`config.mk`:
```
export PLATFORM = sky130hd
export DESIGN_NAME = sync_split8_retire
export DESIGN_NICKNAME = d
export VERILOG_FILES = /design/src/rtl/sync_split8_retire_pkg.sv /design/src/rtl/sync_split8_retire_toggle_sync.sv /design/src/rtl/sync_split8_retire.sv
export SDC_FILE = /design/constraint.sdc
export NUM_CORES = 1
export LEC_CHECK = 0
export ABC_AREA = 1
export CAP_MARGIN = 20
export CORE_MARGIN = 2
export CORE_UTILIZATION = 42
export CTS_CLUSTER_SIZE = 12
export DETAILED_ROUTE_END_ITERATION = 8
export DONT_BUFFER_PORTS = 1
export GPL_TIMING_DRIVEN = 0
export PLACE_DENSITY = 0.59
export SYNTH_ARGS = -nofsm -noshare
export SYNTH_HDL_FRONTEND = slang
export SYNTH_HIERARCHICAL = 1
export SYNTH_SLANG_ARGS = --single-unit
```
`constraint.sdc`:
```
create_clock -name clk -period 2.87 [get_ports clk]
set_clock_uncertainty 0.05 [all_clocks]
set_input_delay 0 -clock clk [delete_from_list [all_inputs] [get_ports clk]]
set_output_delay 0 -clock clk [all_outputs]
set_load 0.05 [all_outputs]
```
`src/rtl/sync_split8_retire_pkg.sv`:
```
// Shared constants, FSM state type and destination-field helper for the
// clocked 1-to-8 retire dispatcher.
package sync_split8_retire_pkg;

    localparam int unsigned NCH    = 8;
    localparam int unsigned DEST_W = 3;
    localparam int unsigned MAX_DW = 64;

    typedef enum logic {
        IDLE     = 1'b0,
        DISPATCH = 1'b1
    } state_e;

    // The destination is the top DEST_W bits of a dw-bit token.
    function automatic logic [DEST_W-1:0] get_dest(input logic [MAX_DW-1:0] data,
                                                   input int unsigned       dw);
        return DEST_W'(data >> (dw - DEST_W));
    endfunction

endpackage

```
`src/rtl/sync_split8_retire_toggle_sync.sv`:
```
// Synchroniser plus transition detector for one 2-phase handshake wire.
// ev_o is high for exactly one clk cycle per transition of tog_i.
module toggle_sync #(
    parameter int SYNC_STAGES = 2
) (
    input  logic clk,
    input  logic rstn,
    input  logic tog_i,
    output logic ev_o
);

    logic [SYNC_STAGES-1:0] sync_q;
    logic                   prev_q;

    // Shift the asynchronous level through the synchroniser and keep the last settled value.
    always_ff @(posedge clk or negedge rstn) begin
        // NOTE: sequential state uses <= so every flop samples its pre-edge inputs.
        if (!rstn) begin
            sync_q <= '0;
            prev_q <= 1'b0;
        end else begin
            sync_q <= {sync_q[SYNC_STAGES-2:0], tog_i};
            prev_q <= sync_q[SYNC_STAGES-1];
        end
    end

    assign ev_o = sync_q[SYNC_STAGES-1] ^ prev_q;

endmodule

```
`src/rtl/sync_split8_retire.sv`:
```
// Clocked 1-to-8 dispatcher: takes a 2-phase drive/free token stream, buffers
// one token and forwards it on the 2-phase channel named by its dest field.
module sync_split8_retire
    import sync_split8_retire_pkg::*;
#(
    parameter int DATA_WIDTH  = 12,
    parameter int SYNC_STAGES = 2,
    parameter int CNT_WIDTH   = 16
) (
    input  logic                      clk,
    input  logic                      rstn,
    input  logic                      i_drive,
    input  logic [DATA_WIDTH-1:0]     i_data,
    output logic                      o_free,
    output logic [NCH-1:0]            o_driveNext_8,
    input  logic [NCH-1:0]            i_freeNext_8,
    output logic [NCH*DATA_WIDTH-1:0] o_data_8,
    output logic [NCH-1:0]            o_err_8,
    output logic                      o_ovf,
    output logic [CNT_WIDTH-1:0]      o_count
);

    state_e                state_q, state_d;
    logic [DATA_WIDTH-1:0] hold_q;
    logic [NCH-1:0]        busy_q, busy_d;
    logic [NCH-1:0]        err_q, err_d;
    logic                  ovf_q, ovf_d;
    logic [CNT_WIDTH-1:0]  count_q;
    logic [NCH-1:0]        drive_q, drive_d;
    logic                  free_q;
    logic [DATA_WIDTH-1:0] data_q [NCH];

    logic                  ev_in;
    logic [NCH-1:0]        ev_free;
    logic [DEST_W-1:0]     dest;
    logic                  avail;
    logic                  capture;
    logic                  dispatch;

    toggle_sync #(.SYNC_STAGES(SYNC_STAGES)) u_sync_drive (
        .clk   (clk),
        .rstn  (rstn),
        .tog_i (i_drive),
        .ev_o  (ev_in)
    );

    for (genvar k = 0; k < NCH; k++) begin : g_free_sync
        toggle_sync #(.SYNC_STAGES(SYNC_STAGES)) u_sync_free (
            .clk   (clk),
            .rstn  (rstn),
            .tog_i (i_freeNext_8[k]),
            .ev_o  (ev_free[k])
        );
    end

    // A same-cycle free makes the head token's channel available immediately.
    assign dest  = get_dest(MAX_DW'(hold_q), DATA_WIDTH);
    assign avail = ~busy_q[dest] | ev_free[dest];

    // State register.
    always_ff @(posedge clk or negedge rstn) begin
        if (!rstn) begin
            state_q <= IDLE;
        end else begin
            state_q <= state_d;
        end
    end

    // Next state: accept a token in IDLE, leave DISPATCH once its channel is available.
    always_comb begin
        // NOTE: default first so every path assigns state_d and no latch is inferred.
        state_d = state_q;
        case (state_q)
            IDLE:     if (ev_in) state_d = DISPATCH;
            DISPATCH: if (avail) state_d = IDLE;
            default:  state_d = IDLE;
        endcase
    end

    // FSM outputs: capture strobe in IDLE, dispatch strobe in DISPATCH.
    always_comb begin
        capture  = (state_q == IDLE) && ev_in;
        dispatch = (state_q == DISPATCH) && avail;
    end

    // Per-channel busy/error/toggle updates; frees apply before a same-cycle re-dispatch.
    always_comb begin
        busy_d  = busy_q & ~ev_free;
        err_d   = err_q | (ev_free & ~busy_q);
        drive_d = drive_q;
        ovf_d   = ovf_q | ((state_q == DISPATCH) && ev_in);
        if (dispatch) begin
            busy_d[dest]  = 1'b1;
            drive_d[dest] = ~drive_q[dest];
        end
    end

    // Token buffer, status registers and output toggles.
    always_ff @(posedge clk or negedge rstn) begin
        if (!rstn) begin
            hold_q  <= '0;
            busy_q  <= '0;
            err_q   <= '0;
            ovf_q   <= 1'b0;
            count_q <= '0;
            drive_q <= '0;
            free_q  <= 1'b0;
        end else begin
            busy_q  <= busy_d;
            err_q   <= err_d;
            ovf_q   <= ovf_d;
            drive_q <= drive_d;
            if (capture) begin
                hold_q <= i_data;
            end
            if (dispatch) begin
                free_q  <= ~free_q;
                count_q <= count_q + CNT_WIDTH'(1);
            end
        end
    end

    // Per-channel data registers; a slice only changes on a dispatch to its channel.
    always_ff @(posedge clk or negedge rstn) begin
        if (!rstn) begin
            // NOTE: these registers drive outputs that must read 0 in reset, so they are reset too.
            for (int k = 0; k < NCH; k++) begin
                data_q[k] <= '0;
            end
        end else if (dispatch) begin
            data_q[dest] <= hold_q;
        end
    end

    for (genvar k = 0; k < NCH; k++) begin : g_data_out
        assign o_data_8[k*DATA_WIDTH +: DATA_WIDTH] = data_q[k];
    end

    assign o_free        = free_q;
    assign o_driveNext_8 = drive_q;
    assign o_err_8       = err_q;
    assign o_ovf         = ovf_q;
    assign o_count       = count_q;

endmodule

```
# --- Word level (Yosys, flattened, before mapping) ---
# Index checks and enable logic that the tools add are counted.
# Widths: inputs -> output; s select.
op_classes:
  n_addsub: 1
  n_lt_le_gt_ge: 4
  muxes: 16
  bitwise_logic: 22
  n_reduce_logical: 5
ops:
  columns: ["op", "n"]
  rows:
  - ["$bwmux 96", 1]
  - ["$demux 12 s3", 1]
  - ["$add 16x1->16 const B", 1]
  - ["$and 8x8->8", 2]
  - ["$not 8->8", 2]
  - ["$or 8x8->8", 2]
  - ["$mux 12", 1]
  - ["$bmux 1 s3", 3]
  - ["$xor 1x1->1", 9]
  - ["$bwmux 8", 1]
  - ["$mux 8", 1]
  - ["$mux 1", 6]
  - ["$logic_and 1x1->1", 5]
  - ["$ge 4x4->1 const B", 1]
  - ["$lt 3x4->1 const B", 1]
  - ["$lt 4x1->1 const B", 1]
  - ["$not 1->1", 4]
  - ["$not 3->4", 1]
  - ["$demux 1 s3", 1]
  - ["$ge 3x1->1 const B", 1]
  - ["$or 1x1->1", 2]
  - ["$pmux 1 s2", 1]
totals:
  ff_bits: 178
  inputBits: 23
  elab_cells: 82

# --- Longest topological paths before layout ---
# Gate-level depths: netlist of run 1.
logic_depth:
  ltp_word: 6
  mapped_depth: 16
  ltp_nobuf: 14

# --- By module ---
# Netlist of run 1, hierarchy kept.
by_module_without_submodules:
  columns: ["mod", "instances", "cells_per_inst", "area_per_inst_um2", "seq_area_each_um2"]
  rows:
  - ["sync_split8_retire", 1, 714, 6617.6, 3778.6]
  - ["toggle_sync", 9, 8, 93.8, 75.1]

# --- Least setup slack after synthesis of run 1 ---
# No wires, ideal clock.
synth_path:
  path_type: "register to register"
  from: "reg count_q[0] (netlist: o_count[0])"
  to: "reg count_q[14] (netlist: o_count[14])"
  setup_ps: 120
  arrival_time_ps: 1578
  required_ps: 2700
  path_slack_ps: 1123
  stages_incl_launch_ff: 8
  cell_sequence: "dfrtp_1 > ha_1 > nand3_1 > nor2_1 > nand3_1 > xor2_1 > nand3_1 > nand2_1"
synth_via:
  elab_chain_len: 1
synth_rtl:
  columns: ["item", "line_no", "rtl"]
  rows:
  - ["start, declared", "sync_split8_retire.sv:28", "logic [CNT_WIDTH-1:0] count_q;"]
  - ["start signal, assigned", "sync_split8_retire.sv:118", "count_q <= count_q + CNT_WIDTH'(1);"]
  - ["$add 16x1->16", "sync_split8_retire.sv:118", null]
# Every way passes these cells.
# A chain may end at the register's enable or synchronous reset.

# --- Worst setup path after layout of run 1 ---
layout_path:
  from: "reg hold_q[11]"
  to: "reg busy_q[7]"
layout_via:
  elab_chain_len: 6
layout_rtl:
  columns: ["item", "line_no", "rtl"]
  rows:
  - ["start, declared", "sync_split8_retire.sv:24", "logic [DATA_WIDTH-1:0] hold_q;"]
  - ["start signal, assigned", "sync_split8_retire.sv:114", "hold_q <= i_data;"]
  - ["$lt 3x4->1 (implied by the code) (tied with other cells)", "sync_split8_retire.sv:93", "busy_d[dest] = 1'b1;"]
  - ["$logic_and 1x1->1 (implied by the code) / $mux 1 (equally long branches)", "sync_split8_retire.sv:93, sync_split8_retire.sv:58", null]
  - ["$mux 1 (implied by the code) / $not 1->1 (equally long branches)", "sync_split8_retire.sv:93, sync_split8_retire.sv:58", null]
  - ["$demux 1 s3 / $or 1x1->1 (equally long branches)", "sync_split8_retire.sv:93, sync_split8_retire.sv:58", null]
  - ["$or 8x8->8 (no line) / $logic_and 1x1->1 (equally long branches)", null, null]
  - ["$mux 8 (*)", "sync_split8_retire.sv:92", "if (dispatch) begin"]
  - ["named net busy_d[7]", "sync_split8_retire.sv:25", "logic [NCH-1:0] busy_q, busy_d;"]
  - ["end signal, assigned", "sync_split8_retire.sv:109", "busy_q <= busy_d;"]
  - ["end, declared", "sync_split8_retire.sv:25", null]
# The timed path passes the listed nets; every way through them passes the cells marked *. The select of a mux whose other input is x is not followed.

==> results of run 1 <==
-- through the flow --
step           worst slack [ns]  util [%]  total power (W)  std cells
2_1_floorplan              1.12         -          0.00752        786
3_3_place_gp              0.854      44.6          0.00821       1011
3_5_place_dp              0.840      44.6          0.00832       1011
4_1_cts                   0.816      49.2           0.0107       1063
5_1_grt                   0.614      49.2           0.0111       1063
6_report                  0.812      49.2           0.0106       1063
-- flip-flops by register name (all words and copies together) (netlist names), 2 cells and up --
signal / flops
busy_q: 8
g_free_sync.u_sync_free/prev_q: 8
g_free_sync.u_sync_free/sync_q: 16
hold_q: 12
o_count: 16
o_data_8: 96
o_driveNext_8: 8
o_err_8: 8
u_sync_drive/sync_q: 2
-- worst paths after layout --
| path | startpoint | endpoint | slack, ns | depth (start not counted) |
|---|---|---|---|---|
| min reg2reg | g_free_sync[6].u_sync_free/sync_q[0]$_DFF_PN0_ | g_free_sync[6].u_sync_free/sync_q[1]$_DFF_PN0_ | 0.30 | 0 |
| max in group asynchronous | rstn | o_data_8[80]$_DFFE_PN0P_ | 3.36 | 0 |
| max reg2reg | hold_q[11]$_DFFE_PN0P_ | busy_q[7]$_DFF_PN0_ | 0.81 | 10 |
| max | hold_q[11]$_DFFE_PN0P_ | busy_q[7]$_DFF_PN0_ | 0.81 | 10 |
| min in group clk | i_drive | u_sync_drive/sync_q[0]$_DFF_PN0_ | 0.07 | 1 |
| min | rstn | o_data_8[59]$_DFFE_PN0P_ | -0.79 | 0 |
-- power groups by stage --
stage | sequential (W) | combinational (W) | clock [W]
5_1_grt | 0.00627 | 0.00237 | 0.00248
2_1_floorplan | 0.00595 | 0.00156 | 0
4_1_cts | 0.00619 | 0.00211 | 0.00236
6_report | 0.00617 | 0.00211 | 0.00231
3_5_place_dp | 0.00624 | 0.00208 | 0
3_3_place_gp | 0.00621 | 0.00200 | 0
-- area by class of cell --
cell class / count / share of cell area (%)
Buffer: 56 / 4.42
Clock buffer: 19 / 5.30
Clock inverter: 12 / 1.55
Inverter: 64 / 2.84
Multi-Input combinational cell: 488 / 28.0
Sequential cell: 178 / 52.2
Tap cell: 225 / 3.30
Timing Repair Buffer: 21 / 2.46
-- kinds of logic (layout without fill, tap and decap cells) --
logic type	after synthesis	count (layout)	share of synthesized area, %
compound gates	31	31	2.38
xor+xnor	14	14	1.64
fa+ha+maj	1	1	0.168
buf+inv	120	172	8.32
flops	178	178	59.7
mux	9	9	1.36
simple gates	433	433	26.4
-- worst register-to-register path: stages, from the launching register on --
cell and delay (ns):
dfrtp_1 0.35, buf_2 0.16, inv_2 0.16, nand3_1 0.16, o21ai_0 0.20, nor2_1 0.06
nand2_1 0.07, nand2_2 0.10, nand3_1 0.20, buf_2 0.28, o21ai_0 0.13
-- layer usage --
layer	up-vias	global-route usage, %	part of all wire (%)
li1	2613	-	-
met1	2689	25.7	41
met2	196	34.6	48
met3	28	8.46	9.5
met4	0	7.45	1.9
met5	-	0	0
-- cells in the final DEF (no fill, tap or decap), drive strengths merged --
cell type | netlist | final
nand2 | 283 | 283
dfrtp | 178 | 178
nand4 | 84 | 84
inv | 64 | 65
clkbuf | 20 | 39
buf | 36 | 36
nor2 | 28 | 28
nand3 | 28 | 28
dlygate4sd3 | 0 | 21
o21ai | 19 | 19
a21o | 9 | 9
mux2 | 9 | 9
nor3 | 8 | 8
xnor2 | 8 | 8
xor2 | 6 | 6
clkinv | 0 | 6
a21oi | 3 | 3
clkinvlp | 0 | 3
nand3b | 2 | 2
bufinv | 0 | 2
ha | 1 | 1
==> out/qor.csv, run 1 <==
metric;value;unit
outcome;complete, but fails checks;
violated checks;negative hold slack;
combinational power share;19.9;%
asr flop ratio synth;100;%
CP Launch Type;register;
Die X;137;µm
DRC Markers;0;
hpwl dp;13500;µm
CP bufs+invs;3;
share of the synthesized area in the top cell type;59.7;%
Top delay family on crit path;buffers and inverters;
Synth cell types;27;
GR Overflow Total;0;
clock share of power;21.8;%
Worst-Skew Late Latency;0.43;ns
Static Leak;4.30;nW
Area Overhead vs Synth;14.4;%
post-route cell area;8540;µm²
Worst EP arrival;2.30;ns
Area after DPL;7740;µm²
Synth Register Bits;178;
CTS Buf Count;17;
pin count of the biggest net entering global routing;179;
Placer Congestion;0.850;
drt wl/cell;18.2;µm
Hold WC Path Type;primary input to async pin;
P_sw;0.00533;W
CTS tree;yes;
footprint of the multi-input gates;2390;µm²
Setup Fix Bufs, Post-CTS;0;
ranking of synthesized cells by area;dfrtp_1 60%, nand2_1 14%, nand4_1 7.0%, inv_1 3.1%, buf_6 2.4%;
Post-Synthesis Cells;786;
syn avg cell area;9.49;µm²
final setup TNS;0;ns
RSZ-0062 raised after global routing;false;
initial antenna violation count;0;
vias;5526;
Worst slew margin;46.7;%
final hold slack;-0.786;ns
Slew Limit Fails;0;
num ports;153;
switch share;50.4;%
top_reg_cell synth;dfrtp_1;
Synth Net Count;810;
cell with the most instances after synthesis;nand2_1;
FF+latch area;4450;µm²
critical path's slowest cell;dfrtp_1;
Detailed Route WL;19300;µm
f_max;486;MHz
Die Footprint;18800;µm²
CTS max path bufs;2;
commonest cells in the netlist;281 x nand2_1, 178 x dfrtp_1, 84 x nand4_1;
vias in the first global route;5554;
I/O Buffers;0;
Nets;850;
FILL cells;1628;
Final setup viols;0;
max cap viols;0;
Core ar.;17400;µm²
crit path kind;register to register;
final hold vios;178;
cell-by-cell trace of the critical path;buf_2 > inv_2 > nand3_1 > o21ai_0 > nor2_1 > nand2_1 > nand2_2 > nand3_1 > buf_2 > o21ai_0;
initial drt markers;322;
worst stage delay on the critical path;0.35;ns
Post-synth EDFFs;0;
H-tree depth;4;
total track usage;21.3;%
cell-internal power;0.00525;W
first-pass GRT wire length;29900;µm
dominant cell type by area after synthesis;dfrtp_1;
row cnt;48;
fin crit share;71.7;%
Sinks on Clock Net;178;
1st-pass router iterations;5;
Clk pin slew, worst setup/hold paths;0.06;ns
cts hold-fix bufs;21;
post-CTS sizing;0;
minimum clock period;2.06;ns
ant diodes;0;
CP max FO;10;
VDD IR max;0.686;mV
clk root buf;clkbuf_16;
crit end category;register;
Via density;5.20;
sequential-to-total area share from yosys stat;59.7;%
sequential share of power;58.3;%
PwrDens;1240;nW/µm²
share of layout cells above drive strength 1;9.43;%
post-route ant nets;0;
YS warnings;6;
Cell Area, Synth;7460;µm²
Die Y;137;µm
Starting Density;43.0;%
worst slew pin tran;0.800;ns
critical path required time;3.11;ns
(Power assumes the default switching activity.)
==> run 2: changes to the inputs <==
PLACE_DENSITY = 0.62   (was 0.59)
clock period = 1.8 ns   (was 2.87 ns; I/O delays follow)
==> run 2 against run 1 <==
The flow finishes with violations (negative hold slack, negative setup slack); clock power rose by 63%; hold slack worse by 0.0053 ns; critical path type unchanged; global-route usage about the same; register-to-register slack got worse by 0.90 ns; die area is the same; via count is 1.6% higher; design area is 10% higher; setup slack lost 0.90 ns; sequential share of layout area fell by 4.8 points.
==> out/qor.csv, run 2 (synthesized netlist as in run 1, its figures left out) <==
metric;value;unit
RSZ-0062 raised after global routing;true;
Slew Limit Fails;0;
Core ar.;17400;µm²
total power;0.0179;W
Starting Density;43.0;%
total track usage;21.3;%
cell-internal power;0.00903;W
H-tree depth;4;
crit end category;register;
CP max FO;6;
FILL cells;1553;
drt wl/cell;18.3;µm
final hold vios;178;
max cap viols;0;
pin count of the biggest net entering global routing;179;
first-pass GRT wire length;29700;µm
combinational power share;23.9;%
P_sw;0.00891;W
post-route ant nets;0;
critical path's slowest cell;dfrtp_1;
Detailed Route WL;20200;µm
CP most frequent cell;nand2_1;
f_max;529;MHz
fin crit share;105;%
Worst EP arrival;2.17;ns
Static Leak;4.64;nW
Via density;5.10;
Worst slew margin;48.0;%
Die Footprint;18800;µm²
VDD IR max;1.06;mV
ant diodes;0;
CTS tree;yes;
cts hold-fix bufs;21;
CP Launch Type;register;
1st-pass router iterations;5;
critical path required time;2.07;ns
switch share;49.7;%
Sinks on Clock Net;178;
sequential share of power;55.1;%
Worst-Skew Late Latency;0.43;ns
Die Y;137;µm
I/O Buffers;0;
clk root buf;clkbuf_16;
Die X;137;µm
outcome;complete, but fails checks;
share of layout cells above drive strength 1;24.9;%
GR Overflow Total;0;
row cnt;48;
num ports;153;
worst setup margin;-0.0913;ns
CTS Buf Count;17;
Placer Congestion;0.810;
minimum clock period;1.89;ns
crit path kind;register to register;
Area Overhead vs Synth;26.3;%
clock share of power;21.0;%
Nets;887;
CTS max path bufs;2;
cell-by-cell trace of the critical path;buf_6 > buf_8 > nand4_1 > o21ai_2 > nor2_1 > nand2_1 > nand2_4 > buf_12 > nand3_4 > clkbuf_16 > nand2_2 > nand2_1;
worst stage delay on the critical path;0.38;ns
worst slew pin tran;0.780;ns
vias in the first global route;5235;
commonest non-fill, non-tap cell in the layout;nand2_1;
violated checks;negative hold slack, negative setup slack;
Final setup viols;103;
vias;5612;
Hold WC Path Type;primary input to async pin;
most frequent cells in the layout;214 x nand2_1, 171 x dfrtp_1, 84 x nand4_1, 61 x nand2_2, 56 x inv_1;
PwrDens;1900;nW/µm²
hpwl dp;12700;µm
final hold slack;-0.792;ns
initial antenna violation count;0;
Clk pin slew, worst setup/hold paths;0.07;ns
DRC Markers;0;
max reg flops;96;
initial drt markers;291;
run 2: changes by cell type in the layout (fill, tap and decap cells not counted), sizes merged:
cell / previous run / this run
buf: 36 / 70
clkinv: 6 / 4
clkbuf: 39 / 42
inv: 65 / 68
run 2: final timing paths:
check | start | endpoint | slack, ns | cells after the start
max in group asynchronous | rstn | o_data_8[13]$_DFFE_PN0P_ | 2.31 | 0
worst min register to register | g_free_sync[7].u_sync_free/sync_q[0]$_DFF_PN0_ | g_free_sync[7].u_sync_free/sync_q[1]$_DFF_PN0_ | 0.30 | 0
min in group clk | i_freeNext_8[4] | g_free_sync[4].u_sync_free/sync_q[0]$_DFF_PN0_ | 0.06 | 1
worst min-delay path | rstn | o_data_8[91]$_DFFE_PN0P_ | -0.79 | 0
worst max register to register | hold_q[9]$_DFFE_PN0P_ | o_data_8[79]$_DFFE_PN0P_ | -0.09 | 12
worst max-delay path | hold_q[9]$_DFFE_PN0P_ | o_data_8[79]$_DFFE_PN0P_ | -0.09 | 12
run 2: routing by layer:
metal  global-route usage (%)  share of wire, %  vias to the layer above
met5                        0                 0                        -
met4                     7.79               2.3                        0
met3                     7.28               7.9                       30
met2                     31.9                46                      185
met1                     28.6                44                     2703
li1                         -                 -                     2694
run 2: through the flow:
stage	worst slack, ns	TNS, ns	util, %	cells	instance area (µm²)
global route	-0.206	-18.29	54.3	1101	9430
CTS	-0.0753	-3.39	51.5	1086	8950
finish	-0.0913	-3.91	54.3	1101	9430
global placement	-0.243	-13.32	44.6	1011	7740
detailed placement	-0.236	-14.11	44.6	1011	7740
floorplan	0.0526	0	-	786	7460
run 2: repair_timing:
| action | 4_1_cts | 5_1_grt |
|---|---|---|
| cloned | 4 | 5 |
| gates resized for setup | 51 | 110 |
| setup buffers | 20 | 11 |
| pin swaps | 12 | 34 |
| endpoints found under the setup margin | 133 | 130 |
| endpoints found under the hold margin | 199 | 178 |
run 2: final cells by class:
class | instances | area, µm² | share of cell area (%)
sequential | 178 | 4460 | 47.3
multi-input combinational | 488 | 2680 | 28.5
timing repair buffer | 60 | 686 | 7.27
buffer | 54 | 473 | 5.02
clock buffer | 19 | 443 | 4.70
tap | 225 | 282 | 2.99
inverter | 64 | 250 | 2.65
clock inverter | 13 | 149 | 1.58
run 2: critical path, delay by kind of cell, from the launching register on:
| kind | cells | cell delay, ns |
|---|---|---|
| flops | 1 | 0.38 |
| compound gates | 1 | 0.07 |
| simple gates | 7 | 0.63 |
| buf+inv | 4 | 0.64 |
run 2: power groups by stage:
stage	logic, W	clock network, W	registers [W]
after global placement	0.00321	0	0.00986
final	0.00428	0.00377	0.00989
after global routing	0.00472	0.00401	0.0101
after detailed placement	0.00329	0	0.00987
after floorplan	0.00249	0	0.00949
after CTS	0.00388	0.00384	0.00982
==> run 3: changes to the inputs <==
SYNTH_HIERARCHICAL = unset   (was 1)
clock period = 1.6 ns   (was 1.8 ns; I/O delays follow)
==> run 3 against run 2 <==
The flow still finishes with violations (negative hold slack, negative setup slack); core utilization shrank 0.63 points; combinational power up 27%; register-to-register slack got worse by 0.27 ns; final cell count up 0.45%; first-iteration DRC count grew 34%; setup slack worse by 0.27 ns; largest power group unchanged.
==> out/qor.csv, run 3 <==
metric;value;unit
H-tree depth;4;
most frequent cells in the layout;227 x nand2_1, 172 x dfrtp_1, 81 x nand4_1, 65 x nand2_2, 43 x inv_1;
Final setup viols;130;
sequential share of power;53.0;%
violated checks;negative hold slack, negative setup slack;
Post-Synthesis Cells;789;
asr flop ratio synth;100;%
final hold slack;-0.786;ns
commonest non-fill, non-tap cell in the layout;nand2_1;
RSZ-0062 raised after global routing;true;
DRC Markers;0;
YS warnings;0;
worst setup path start;hold_q[10]$_DFFE_PN0P_;
max reg flops;96;
clk root buf;clkbuf_16;
Core ar.;17800;µm²
critical path required time;1.86;ns
combinational power share;26.4;%
pin count of the biggest net entering global routing;179;
post-route cell area;9550;µm²
Die Y;138;µm
cell with the most instances after synthesis;nand2_1;
max cap viols;0;
crit path kind;register to register;
ant diodes;0;
Worst slew margin;47.3;%
outcome;complete, but fails checks;
CTS Buf Count;17;
post-route ant nets;0;
Reg2Reg Setup Slack;-0.36;ns
critical path's slowest cell;dfrtp_1;
ranking of synthesized cells by area;dfrtp_1 59%, nand2_1 15%, nand4_1 6.7%, inv_1 2.6%, nand3_4 1.6%;
reg2reg start;hold_q[10]$_DFFE_PN0P_;
1st-pass router iterations;5;
CTS tree;yes;
share of the synthesized area in the top cell type;59.0;%
Die X;138;µm
drt wl/cell;18.1;µm
Synth cell types;34;
worst stage delay on the critical path;0.40;ns
dominant cell type by area after synthesis;dfrtp_1;
vias in the first global route;5510;
cell-internal power;0.0105;W
CP Launch Type;register;
Placer Congestion;0.845;
Core Util, Final;53.7;%
num ports;153;
sequential-to-total area share from yosys stat;59.0;%
initial antenna violation count;0;
Die Footprint;19000;µm²
VDD IR max;1.19;mV
Worst EP arrival;2.22;ns
top_reg_cell synth;dfrtp_1;
Area after DPL;7880;µm²
final hold vios;178;
dpl cells;1018;
GR Overflow Total;0;
P_sw;0.0101;W
syn avg cell area;9.56;µm²
Slew Limit Fails;0;
total track usage;21.1;%
Sinks on Clock Net;178;
cts hold-fix bufs;21;
final cell count without fillers;1106;
I/O Buffers;0;
Hold WC Path Type;primary input to async pin;
minimum clock period;1.96;ns
vias;5641;
Detailed Route WL;20000;µm
Area Overhead vs Synth;26.5;%
worst setup margin;-0.363;ns
first-pass GRT wire length;31500;µm
Worst-Skew Late Latency;0.42;ns
f_max;509;MHz
worst slew pin tran;0.791;ns
initial drt markers;390;
Starting Density;42.4;%
Via density;5.10;
Post-synth EDFFs;0;
Nets;888;
Synth Net Count;813;
Cell Area, Synth;7540;µm²
Clk pin slew, worst setup/hold paths;0.07;ns
fin crit share;123;%
crit end category;register;
row cnt;49;
share of layout cells above drive strength 1;26.3;%
Synth Register Bits;178;
Static Leak;4.72;nW
commonest cells in the netlist;292 x nand2_1, 178 x dfrtp_1, 81 x nand4_1;
FILL cells;1596;
CTS max path bufs;2;
CP max FO;6;
cell-by-cell trace of the critical path;buf_8 > inv_8 > nand2_4 > nor2_4 > nand2_2 > nand2_2 > nor2_2 > nand3_4 > buf_12 > nand3_4 > clkbuf_16 > nand2_1 > nand2_1;
PwrDens;2160;nW/µm²
clock share of power;20.6;%
hpwl dp;12900;µm
switch share;49.1;%
run 3: cell count changes after synthesis, moves of 6 or more:
cell      delta
nand2_2     +14
a21o_1       -9
buf_4        +7
buf_6       -10
clkbuf_1     -6
o21ai_0      -8
nand2_1     +11
o21bai_1     +8
inv_1        -8
run 3: path summary, 6_finish.rpt:
check                                                                       to  depth (start not counted)
worst max-delay path                                  o_data_8[53]$_DFFE_PN0P_                         13
worst min-delay path                                  o_data_8[82]$_DFFE_PN0P_                          0
worst max register to register                        o_data_8[53]$_DFFE_PN0P_                         13
worst min register to register  g_free_sync[0].u_sync_free.sync_q[1]$_DFF_PN0_                          0
max in group asynchronous                               o_count[3]$_DFFE_PN0P_                          0
min in group clk                g_free_sync[2].u_sync_free.sync_q[0]$_DFF_PN0_                          1
run 3: repair_timing:
action | 4_1_cts | 5_1_grt
resized for setup | 40 | 94
pin swaps | 8 | 44
hold endpoints to repair | 199 | 178
endpoints found under the setup margin | 133 | 133
buffers inserted | 13 | 14
gates cloned | 3 | 8
run 3: metal layers:
metal | up-vias | routed length [µm] | track usage (%)
met5 | - | 0 | 0
met4 | 0 | 234 | 5.05
met3 | 17 | 1920 | 8.49
met2 | 196 | 9430 | 32.8
met1 | 2726 | 8420 | 27.8
li1 | 2702 | - | -
run 3: cells by family (layout without fill, tap and decap cells):
logic type                 after synthesis  in the layout  share of synthesized area (%)
DFF                                    178            178                           59.0
muxes                                    9              9                           1.34
adders and majority gates                1              1                          0.166
AOI/OAI and AO/OA                       21             21                           1.86
xor gates and xnor gates                14             14                           1.63
buffers and inverters                  111            199                           7.51
and+or+nand+nor                        455            455                           28.4
run 3: final cells by class:
cell class | instances | area (µm²) | share of cell area [%]
flip-flops and latches | 178 | 4460 | 46.7
plain buffers | 52 | 454 | 4.76
multi-input cells | 500 | 2830 | 29.7
inverters | 58 | 230 | 2.41
repair buffers | 57 | 674 | 7.07
clock inverters | 10 | 123 | 1.28
clock buffers | 22 | 484 | 5.07
well taps | 229 | 287 | 3.00
run 3: metrics by stage:
stage                     TNS [ns]  setup WS, ns  power, W
after floorplan              -7.66       -0.0813    0.0137
after global placement      -35.28        -0.312    0.0150
after detailed placement    -37.49        -0.335    0.0152
after CTS                   -32.08        -0.294    0.0198
after global routing        -50.38        -0.461    0.0216
final                       -37.68        -0.363    0.0206
run 3: power groups by stage:
stage | logic [W] | registers, W | clock network, W
after global placement | 0.00415 | 0.0109 | 0
after CTS | 0.00466 | 0.0109 | 0.00433
after detailed placement | 0.00424 | 0.0109 | 0
after floorplan | 0.00325 | 0.0105 | 0
after global routing | 0.00597 | 0.0111 | 0.00454
final | 0.00543 | 0.0109 | 0.00424
run 3: worst max-delay path, delay by kind of cell, from the launching register on:
kind          cells  cell delay, ns
buf+inv           4            0.61
flops             1            0.40
simple gates      9            0.80
